### config.mk
export PLATFORM = sky130hd
export DESIGN_NAME = fpga_conf_spi
export DESIGN_NICKNAME = d
export VERILOG_FILES = /design/src/rtl/fpga_conf_spi.sv
export SDC_FILE = /design/constraint.sdc
export NUM_CORES = 1
export LEC_CHECK = 0
export CORE_MARGIN = 4
export CORE_UTILIZATION = 55
export DETAILED_ROUTE_END_ITERATION = 12
export PLACE_DENSITY = 0.77
export SYNTH_ARGS = -nofsm -noshare
export SYNTH_HDL_FRONTEND = slang
export SYNTH_SLANG_ARGS = --single-unit
### constraint.sdc
create_clock -name pck0 -period 2.1 [get_ports pck0]
set_input_delay 0.315 -clock pck0 [delete_from_list [all_inputs] [get_ports pck0]]
set_output_delay 0.315 -clock pck0 [all_outputs]
set_load 0.05 [all_outputs]
### src/rtl/fpga_conf_spi.sv
// SPI configuration receiver: oversampled frame decode into a register bank,
// register read-back on miso, and major_mode switching gated to safe points.
module fpga_conf_spi #(
  parameter int WORD_W      = 16,
  parameter int CMD_W       = 4,
  parameter int DATA_W      = 12,
  parameter int NUM_REGS    = 4,
  parameter int MODE_W      = 3,
  parameter int SYNC_STAGES = 2
) (
  input  logic                         pck0,
  input  logic                         rst,
  input  logic                         spck,
  input  logic                         mosi,
  input  logic                         ncs,
  output logic                         miso,
  input  logic                         mode_safe,
  output logic [MODE_W-1:0]            major_mode,
  output logic [NUM_REGS*DATA_W-1:0]   conf_regs,
  output logic                         cmd_strobe,
  output logic                         err_len
);

  localparam int RD_W  = (NUM_REGS > 1) ? $clog2(NUM_REGS) : 1;
  localparam int CNT_W = $clog2(WORD_W + 2);
  localparam logic [CNT_W-1:0]  CNT_MAX  = CNT_W'(WORD_W + 1);
  localparam logic [CNT_W-1:0]  CNT_FULL = CNT_W'(WORD_W);
  localparam logic [DATA_W-1:0] REG0_RST = {{MODE_W{1'b1}}, {(DATA_W-MODE_W){1'b0}}};

  logic [SYNC_STAGES-1:0] spck_sync_q, spck_sync_d;
  logic [SYNC_STAGES-1:0] mosi_sync_q, mosi_sync_d;
  logic [SYNC_STAGES-1:0] ncs_sync_q, ncs_sync_d;
  logic spck_ed_q, spck_ed_d, ncs_ed_q, ncs_ed_d;
  logic spck_rise_q, spck_rise_d, spck_fall_q, spck_fall_d;
  logic ncs_rise_q, ncs_rise_d, ncs_fall_q, ncs_fall_d;
  logic armed_q, armed_d;
  logic [CNT_W-1:0]  bit_cnt_q, bit_cnt_d;
  logic [WORD_W-1:0] shift_reg_q, shift_reg_d;
  logic [WORD_W-1:0] tx_shift_q, tx_shift_d;
  logic [RD_W-1:0]   rd_sel_q, rd_sel_d;
  logic [NUM_REGS-1:0][DATA_W-1:0] regs_q, regs_d;
  logic [MODE_W-1:0] major_mode_q, major_mode_d;
  logic cmd_strobe_q, cmd_strobe_d, err_len_q, err_len_d;

  logic spck_s, mosi_s, ncs_s;
  logic [CMD_W-1:0]  cmd;
  logic [DATA_W-1:0] data;
  logic [WORD_W-1:0] tx_load;

  assign spck_s = spck_sync_q[SYNC_STAGES-1];
  assign mosi_s = mosi_sync_q[SYNC_STAGES-1];
  assign ncs_s  = ncs_sync_q[SYNC_STAGES-1];
  assign cmd    = shift_reg_q[WORD_W-1 -: CMD_W];
  assign data   = shift_reg_q[DATA_W-1:0];

  always_comb begin
    spck_sync_d    = spck_sync_q;
    mosi_sync_d    = mosi_sync_q;
    ncs_sync_d     = ncs_sync_q;
    spck_sync_d[0] = spck;
    mosi_sync_d[0] = mosi;
    ncs_sync_d[0]  = ncs;
    for (int i = 1; i < SYNC_STAGES; i++) begin
      spck_sync_d[i] = spck_sync_q[i-1];
      mosi_sync_d[i] = mosi_sync_q[i-1];
      ncs_sync_d[i]  = ncs_sync_q[i-1];
    end
    spck_ed_d = spck_s;
    ncs_ed_d  = ncs_s;
    armed_d   = armed_q | ncs_s;

    // Edge events are registered; gating by armed_q here drops a frame that
    // straddles reset release, including its closing ncs edge.
    ncs_rise_d  = ncs_s & ~ncs_ed_q & armed_q;
    ncs_fall_d  = ~ncs_s & ncs_ed_q;
    spck_rise_d = spck_s & ~spck_ed_q & ~ncs_s & armed_q;
    spck_fall_d = ~spck_s & spck_ed_q & ~ncs_s;

    tx_load = '0;
    for (int k = 0; k < NUM_REGS; k++) begin
      if (rd_sel_q == RD_W'(k)) tx_load = {CMD_W'(k + 1), regs_q[k]};
    end

    bit_cnt_d    = bit_cnt_q;
    shift_reg_d  = shift_reg_q;
    tx_shift_d   = tx_shift_q;
    rd_sel_d     = rd_sel_q;
    regs_d       = regs_q;
    cmd_strobe_d = 1'b0;
    err_len_d    = 1'b0;

    if (ncs_fall_q) begin
      bit_cnt_d  = '0;
      tx_shift_d = tx_load;
    end else begin
      if (spck_rise_q) begin
        shift_reg_d = {shift_reg_q[WORD_W-2:0], mosi_s};
        if (bit_cnt_q != CNT_MAX) bit_cnt_d = bit_cnt_q + CNT_W'(1);
      end
      if (spck_fall_q) tx_shift_d = {tx_shift_q[WORD_W-2:0], 1'b0};
    end

    if (ncs_rise_q) begin
      if (bit_cnt_q != CNT_FULL) begin
        err_len_d = 1'b1;
      end else if (cmd == {CMD_W{1'b1}}) begin
        rd_sel_d     = data[RD_W-1:0];
        cmd_strobe_d = 1'b1;
      end else begin
        for (int k = 0; k < NUM_REGS; k++) begin
          if (cmd == CMD_W'(k + 1)) begin
            regs_d[k]    = data;
            cmd_strobe_d = 1'b1;
          end
        end
      end
    end

    // regs_d makes a write coincident with mode_safe take effect on the same edge.
    major_mode_d = major_mode_q;
    if (mode_safe || (major_mode_q == {MODE_W{1'b1}}))
      major_mode_d = regs_d[0][DATA_W-1 -: MODE_W];
  end

  always_ff @(posedge pck0) begin
    if (rst) begin
      spck_sync_q  <= '0;
      mosi_sync_q  <= '0;
      ncs_sync_q   <= '0;
      spck_ed_q    <= 1'b0;
      ncs_ed_q     <= 1'b0;
      spck_rise_q  <= 1'b0;
      spck_fall_q  <= 1'b0;
      ncs_rise_q   <= 1'b0;
      ncs_fall_q   <= 1'b0;
      armed_q      <= 1'b0;
      bit_cnt_q    <= '0;
      shift_reg_q  <= '0;
      tx_shift_q   <= '0;
      rd_sel_q     <= '0;
      regs_q       <= '0;
      regs_q[0]    <= REG0_RST;
      major_mode_q <= {MODE_W{1'b1}};
      cmd_strobe_q <= 1'b0;
      err_len_q    <= 1'b0;
    end else begin
      spck_sync_q  <= spck_sync_d;
      mosi_sync_q  <= mosi_sync_d;
      ncs_sync_q   <= ncs_sync_d;
      spck_ed_q    <= spck_ed_d;
      ncs_ed_q     <= ncs_ed_d;
      spck_rise_q  <= spck_rise_d;
      spck_fall_q  <= spck_fall_d;
      ncs_rise_q   <= ncs_rise_d;
      ncs_fall_q   <= ncs_fall_d;
      armed_q      <= armed_d;
      bit_cnt_q    <= bit_cnt_d;
      shift_reg_q  <= shift_reg_d;
      tx_shift_q   <= tx_shift_d;
      rd_sel_q     <= rd_sel_d;
      regs_q       <= regs_d;
      major_mode_q <= major_mode_d;
      cmd_strobe_q <= cmd_strobe_d;
      err_len_q    <= err_len_d;
    end
  end

  assign miso       = tx_shift_q[WORD_W-1];
  assign major_mode = major_mode_q;
  assign conf_regs  = regs_q;
  assign cmd_strobe = cmd_strobe_q;
  assign err_len    = err_len_q;

endmodule

# Word level (Yosys, flattened, before mapping)
# Index checks and enable logic that the tools add are counted.
[classes]
n_eq_ne = 11
n_reduce_logical = 13
n_mux = 16
addsub = 1
n_bitwise = 17
[ops]
columns = ["cell", "n"]
rows = [
  ["two-way mux 12 bit", 4],
  ["two-way mux 16 bit", 2],
  ["two-way mux 14 bit", 2],
  ["AND reduction 4 bit", 4],
  ["two-way mux 15 bit", 1],
  ["two-way mux 13 bit", 1],
  ["!= test 5 bit, second input constant", 2],
  ["AND 1 bit", 8],
  ["== test 4 x 2 -> 1 bit, second input constant", 2],
  ["NOT 1 bit", 8],
  ["two-way mux 1 bit", 6],
  ["adder 5 x 1 -> 5 bit, second input constant", 1],
  ["== test 2 bit, second input constant", 2],
  ["== test 4 x 1 -> 1 bit, second input constant", 1],
  ["== test 4 x 3 -> 1 bit, second input constant", 1],
  ["== test 4 bit, second input constant", 1],
  ["AND reduction 2 bit", 2],
  ["OR reduction 2 bit", 2],
  ["== test 3 bit, second input constant", 1],
  ["AND reduction 3 bit", 1],
  ["OR reduction 3 bit", 1],
  ["== test 2 x 1 -> 1 bit, second input constant", 1],
  ["logical NOT 2 bit", 1],
  ["nonzero test 2 bit", 1],
  ["other kinds (2)", 2],
]
[totals]
word_cells = 80
output_inout_bits = 54
regBits = 105

# Logic depth before layout (Yosys ltp)
# Gate-level depths: netlist of the first run.
[logic_depth]
word_depth = 6
ltp_mapped = 7

# Least setup slack after synthesis of the first run
# Ideal clock, no wire load.
[synth_path]
path_type = "reg-to-reg"
start = "register rd_sel_q[1]"
end = "register tx_shift_q[10]"
path_stages_with_launch = 7
t_arrival_ns = 1.435
n_path_buf = 1
slack_ns = 0.574
cell_sequence = "dfxtp_1 inv_1 ha_1 buf_2 nand3b_1 a221o_1 a311oi_1"
[synth_via]
elab_chain_cells = 6
word_cells_on_any_way = 9
[synth_rtl]
columns = ["element", "line", "rtl"]
rows = [
  ["from (decl)", "40", "logic [RD_W-1:0] rd_sel_q, rd_sel_d;"],
  ["from (signal assigned)", "160", "rd_sel_q <= rd_sel_d;"],
  ["logical NOT 2 bit", "81", "if (rd_sel_q == RD_W'(k)) tx_load = {CMD_W'(k + 1), regs_q[k]};"],
  ["two-way mux 13 bit", "81", ""],
  ["two-way mux 14 bit (2 in series)", "81", ""],
  ["two-way mux 15 bit *", "81", ""],
  ["two-way mux 16 bit *", "92", "if (ncs_fall_q) begin"],
  ["to (signal assigned)", "159", "tx_shift_q <= tx_shift_d;"],
  ["to (decl)", "39", "logic [WORD_W-1:0] tx_shift_q, tx_shift_d;"],
]
# Every way passes the cells marked *; elsewhere a longest branch is shown, timed or not.
# A chain may end at the register's enable or synchronous reset.

# Worst setup path after layout of the first run
[layout_path]
start = "register major_mode_q[0] (netlist: major_mode[0])"
end = "output major_mode[0]"
[layout_lines]
columns = ["element", "line", "rtl"]
rows = [
  ["from (decl)", "42", "logic [MODE_W-1:0] major_mode_q, major_mode_d;"],
  ["from (signal assigned)", "143", "major_mode_q <= {MODE_W{1'b1}};"],
  ["from (signal assigned)", "162", "major_mode_q <= major_mode_d;"],
  ["to (decl)", "18", "output logic [MODE_W-1:0] major_mode,"],
]
# No word-level cell between the ends.

==> results of run 1 <==
-- per-layer routing --
layer  GRT usage [%]  wire length [um]  vias to the layer above  part of all wire, %
li1                -                 -                     1818                    -
met1            31.9              5340                     1801                   48
met2            35.7              5270                       71                   47
met3            4.34               401                       13                  3.6
met4            6.34               152                        0                  1.4
met5               0                 0                        -                    0
-- worst paths after layout --
kind,start,end,slack [ns],cells after the start
max,major_mode[0],major_mode[0],0.07,1
min,rst,shift_reg_q[3],0.40,2
max reg2reg,rd_sel_q[0],tx_shift_q[8],0.21,5
min reg2reg,spck_ed_q,spck_rise_q,0.42,1
-- layout by cell type, fill, tap and decap left out, types with 2 or more instances in the layout --
master,netlist,routed
mux2i_1,57,57
clkbuf_8,0,9
dfxtp_1,105,105
nor2_1,13,13
and4_1,2,2
buf_4,2,9
nand3_1,2,2
mux2_2,7,7
buf_12,0,2
a221o_1,9,9
inv_1,15,15
a21oi_1,36,36
and3b_1,3,3
nand2b_1,60,60
inv_8,0,2
xor2_1,2,2
nor2b_1,21,21
a211oi_1,13,13
inv_6,0,3
a2bb2oi_1,2,2
nand4_1,3,3
clkdlybuf4s50_1,0,58
nand2_1,45,45
a31oi_1,2,2
o21ai_0,8,8
nor3_1,2,2
o21a_1,2,2
nand3b_1,15,15
nor3b_1,4,4
a311oi_1,10,10
ha_1,7,7
nand4b_4,2,2
-- flip-flops by register name (all words and copies together) (netlist names), 2 cells and up --
| register | flops |
|---|---|
| mosi_sync_q | 2 |
| major_mode | 3 |
| spck_sync_q | 2 |
| tx_shift_q | 16 |
| conf_regs | 48 |
| rd_sel_q | 2 |
| bit_cnt_q | 5 |
| shift_reg_q | 16 |
| ncs_sync_q | 2 |
-- metrics by stage --
step	instances	total power [mW]	area, um2	worst slack, ns
3_3_place_gp	635	2.16	5420	0.373
5_1_grt	651	3.46	5610	0.00740
4_1_cts	651	3.37	5610	0.0558
2_1_floorplan	501	2.13	4780	0.574
3_5_place_dp	635	2.16	5420	0.265
6_report	651	3.34	5610	0.0733
-- where the power goes --
group	switching, mW	internal (mW)
Sequential	0.00711	2.00
Clock	0.753	0.469
Combinational	0.0525	0.0540
-- worst register-to-register path: stages (launching register included) --
cell	delay [ns]
dfxtp_1	0.37
inv_1	0.10
ha_1	0.61
a21oi_1	0.10
a221o_1	0.35
a311oi_1	0.27
-- logic make-up after synthesis --
logic type      Yosys count  synth area share (%)
compound gates           84                  11.6
xor+xnor                  2                 0.366
fa+ha+maj                 7                  1.83
buf+inv                  56                  5.23
flops                   105                  44.0
mux                      64                  13.6
simple gates            183                  23.4
-- cell type report --
class / count / area (um2)
multi-input cells: 340 / 2440
clock inverters: 7 / 70.1
repair buffers: 70 / 693
flip-flops and latches: 105 / 2100
fillers: 680 / 2730
inverters: 15 / 56.3
well taps: 105 / 131
clock buffers: 9 / 124
==> impl_results.rst, run 1 <==
.. list-table::
   :header-rows: 1

   * - Metric
     - Value
   * - Sequential cell area fraction in the yosys report
     - 44.0%
   * - Number of flops mapped to enable cells by yosys
     - 0
   * - Post-CTS Setup Repair Bufs
     - 0
   * - Most used standard cell by instance count after synthesis
     - dfxtp_1
   * - Syn_nets
     - 514
   * - Routed wire length per instance
     - 17.1 um
   * - All-layer global routing usage
     - a little under a quarter
   * - Biggest cell delay along the critical path
     - 0.86 ns
   * - Worst hold slack
     - 0.404 ns
   * - Routed wire length
     - between 10 and 15 mm
   * - Mapped cell area
     - 4780 um2
   * - Cells resized by post-CTS repair
     - 0
   * - Startpoint class of the critical path
     - register
   * - Half-perimeter wire length after placement
     - 8.12 mm
   * - Max-slew violation count
     - 0
   * - Number of rows created at floorplan
     - 33
   * - Number of antenna violations at the first check in global routing
     - 0
   * - CTS Root Cell
     - clkbuf_8
   * - Static power due to leakage
     - 2.20 nW
   * - Die Y
     - a little over 100 um
   * - Die width
     - 101 um
   * - Vias in the first global route
     - 3637
   * - Synth Register Bits
     - ~110
   * - Share of flip-flops with an asynchronous set or reset after synthesis
     - 0%
   * - Number of buffers and inverters on the critical path
     - 1
   * - Initial DRT Pass Iterations
     - 4
   * - CTS Buf Count
     - 9
   * - # nets final
     - ~550
   * - Clock period minus worst slack
     - 2.03 ns
   * - Highest clock rate
     - roughly 490 MHz
   * - GRT overflow
     - 0
   * - Area inside the core boundary
     - 8340 um2
   * - Dominant cell type by area after synthesis
     - dfxtp_1
   * - Share of layout cells above drive strength 1
     - approximately 7.7%
   * - Worst supply voltage drop on vdd
     - 0.416 mV
   * - Hold_buf cts
     - 0
   * - Utilization of the core after routing
     - 67.3%
   * - Synth cell count leaders
     - dfxtp_1 (105), nand2b_1 (60), mux2i_1 (57)
   * - Boundary pin count
     - 60
   * - Clock insertion delay at the later pin of the skew report
     - 0.38 ns
   * - Number of instances in the synthesized netlist
     - 501
   * - Post-DRT Antenna Nets
     - 0
   * - Status
     - finished, final reports clean
   * - Drc violations
     - 0
   * - Final period utilization
     - 96.5%
   * - Accumulated negative setup slack
     - 0 ns
   * - Synth Flop Type
     - dfxtp_1
   * - Initial Util
     - 57.3%
   * - Inserted Diodes
     - 0
   * - P&R area growth vs syn
     - 17.4%
   * - Worst setup EP type
     - output pin
   * - Die Footprint
     - 10300 um2
   * - Avg Cell Area, Syn
     - 9.55 um2
   * - Classification of the worst-slack hold path
     - input pin to register
   * - Number of max-cap violations
     - 0
   * - RSZ-0062 raised after global routing
     - no
   * - Power density relative to cell area
     - 595 nW/um2
   * - Maximum clock path buffer count
     - 2
   * - Endpoints failing hold
     - 0
   * - Worst EP arrival
     - 1.71 ns
   * - Gate family responsible for the most delay along the worst path
     - buffers and inverters
   * - Quantity of I/O buffers inserted on ports
     - 59
   * - Number of clock sinks
     - 105
   * - Required time of the worst setup path
     - approximately 1.8 ns
   * - Synth warn
     - 0
   * - Number of DRC markers after the initial detailed-route iteration
     - 140
   * - Wire length of the first global-routing pass
     - roughly 18 mm
   * - Fraction of post-synthesis cell area in the top cell type by area
     - between 40% and 50%
   * - Clock-pin slew on the worst setup and hold paths
     - between 0.1 and 0.15 ns
   * - Number of distinct library cells after synthesis
     - 43
   * - Mean number of vias per cell
     - ~5.7
   * - Weighted congestion at the end of routability-driven global placement
     - 0.849
   * - Top fanout value on the critical path
     - 7
   * - Pin slew with the least headroom to its limit
     - 0.757 ns
   * - CP cell instances
     - clkdlybuf4s50_1
   * - Clock skew after layout
     - 0.0147 ns
   * - Cell with the largest stage delay on the worst path
     - clkdlybuf4s50_1
   * - Worst slew margin relative to its limit
     - 49.5%
   * - Setup violation total in the final timing report
     - 0
   * - H-Tree Depth
     - 3
   * - Critical Setup Path Class
     - register to output pin
   * - Vias post-DR
     - approximately 3.7k
   * - Maximum number of pins on one net before global-route repair
     - 30
   * - Top cells by area in the synthesized netlist
     - dfxtp_1 (44%), mux2i_1 (12%), nand2b_1 (7.8%)
   * - CTS tree
     - done
No activity file was read; power rests on OpenSTA's default activity.
==> run 2, diff against run 1 <==
- SLEW_MARGIN: default -> 20
==> results of run 2 <==
No change in the layout: final DEF, timing and power equal those of run 1.
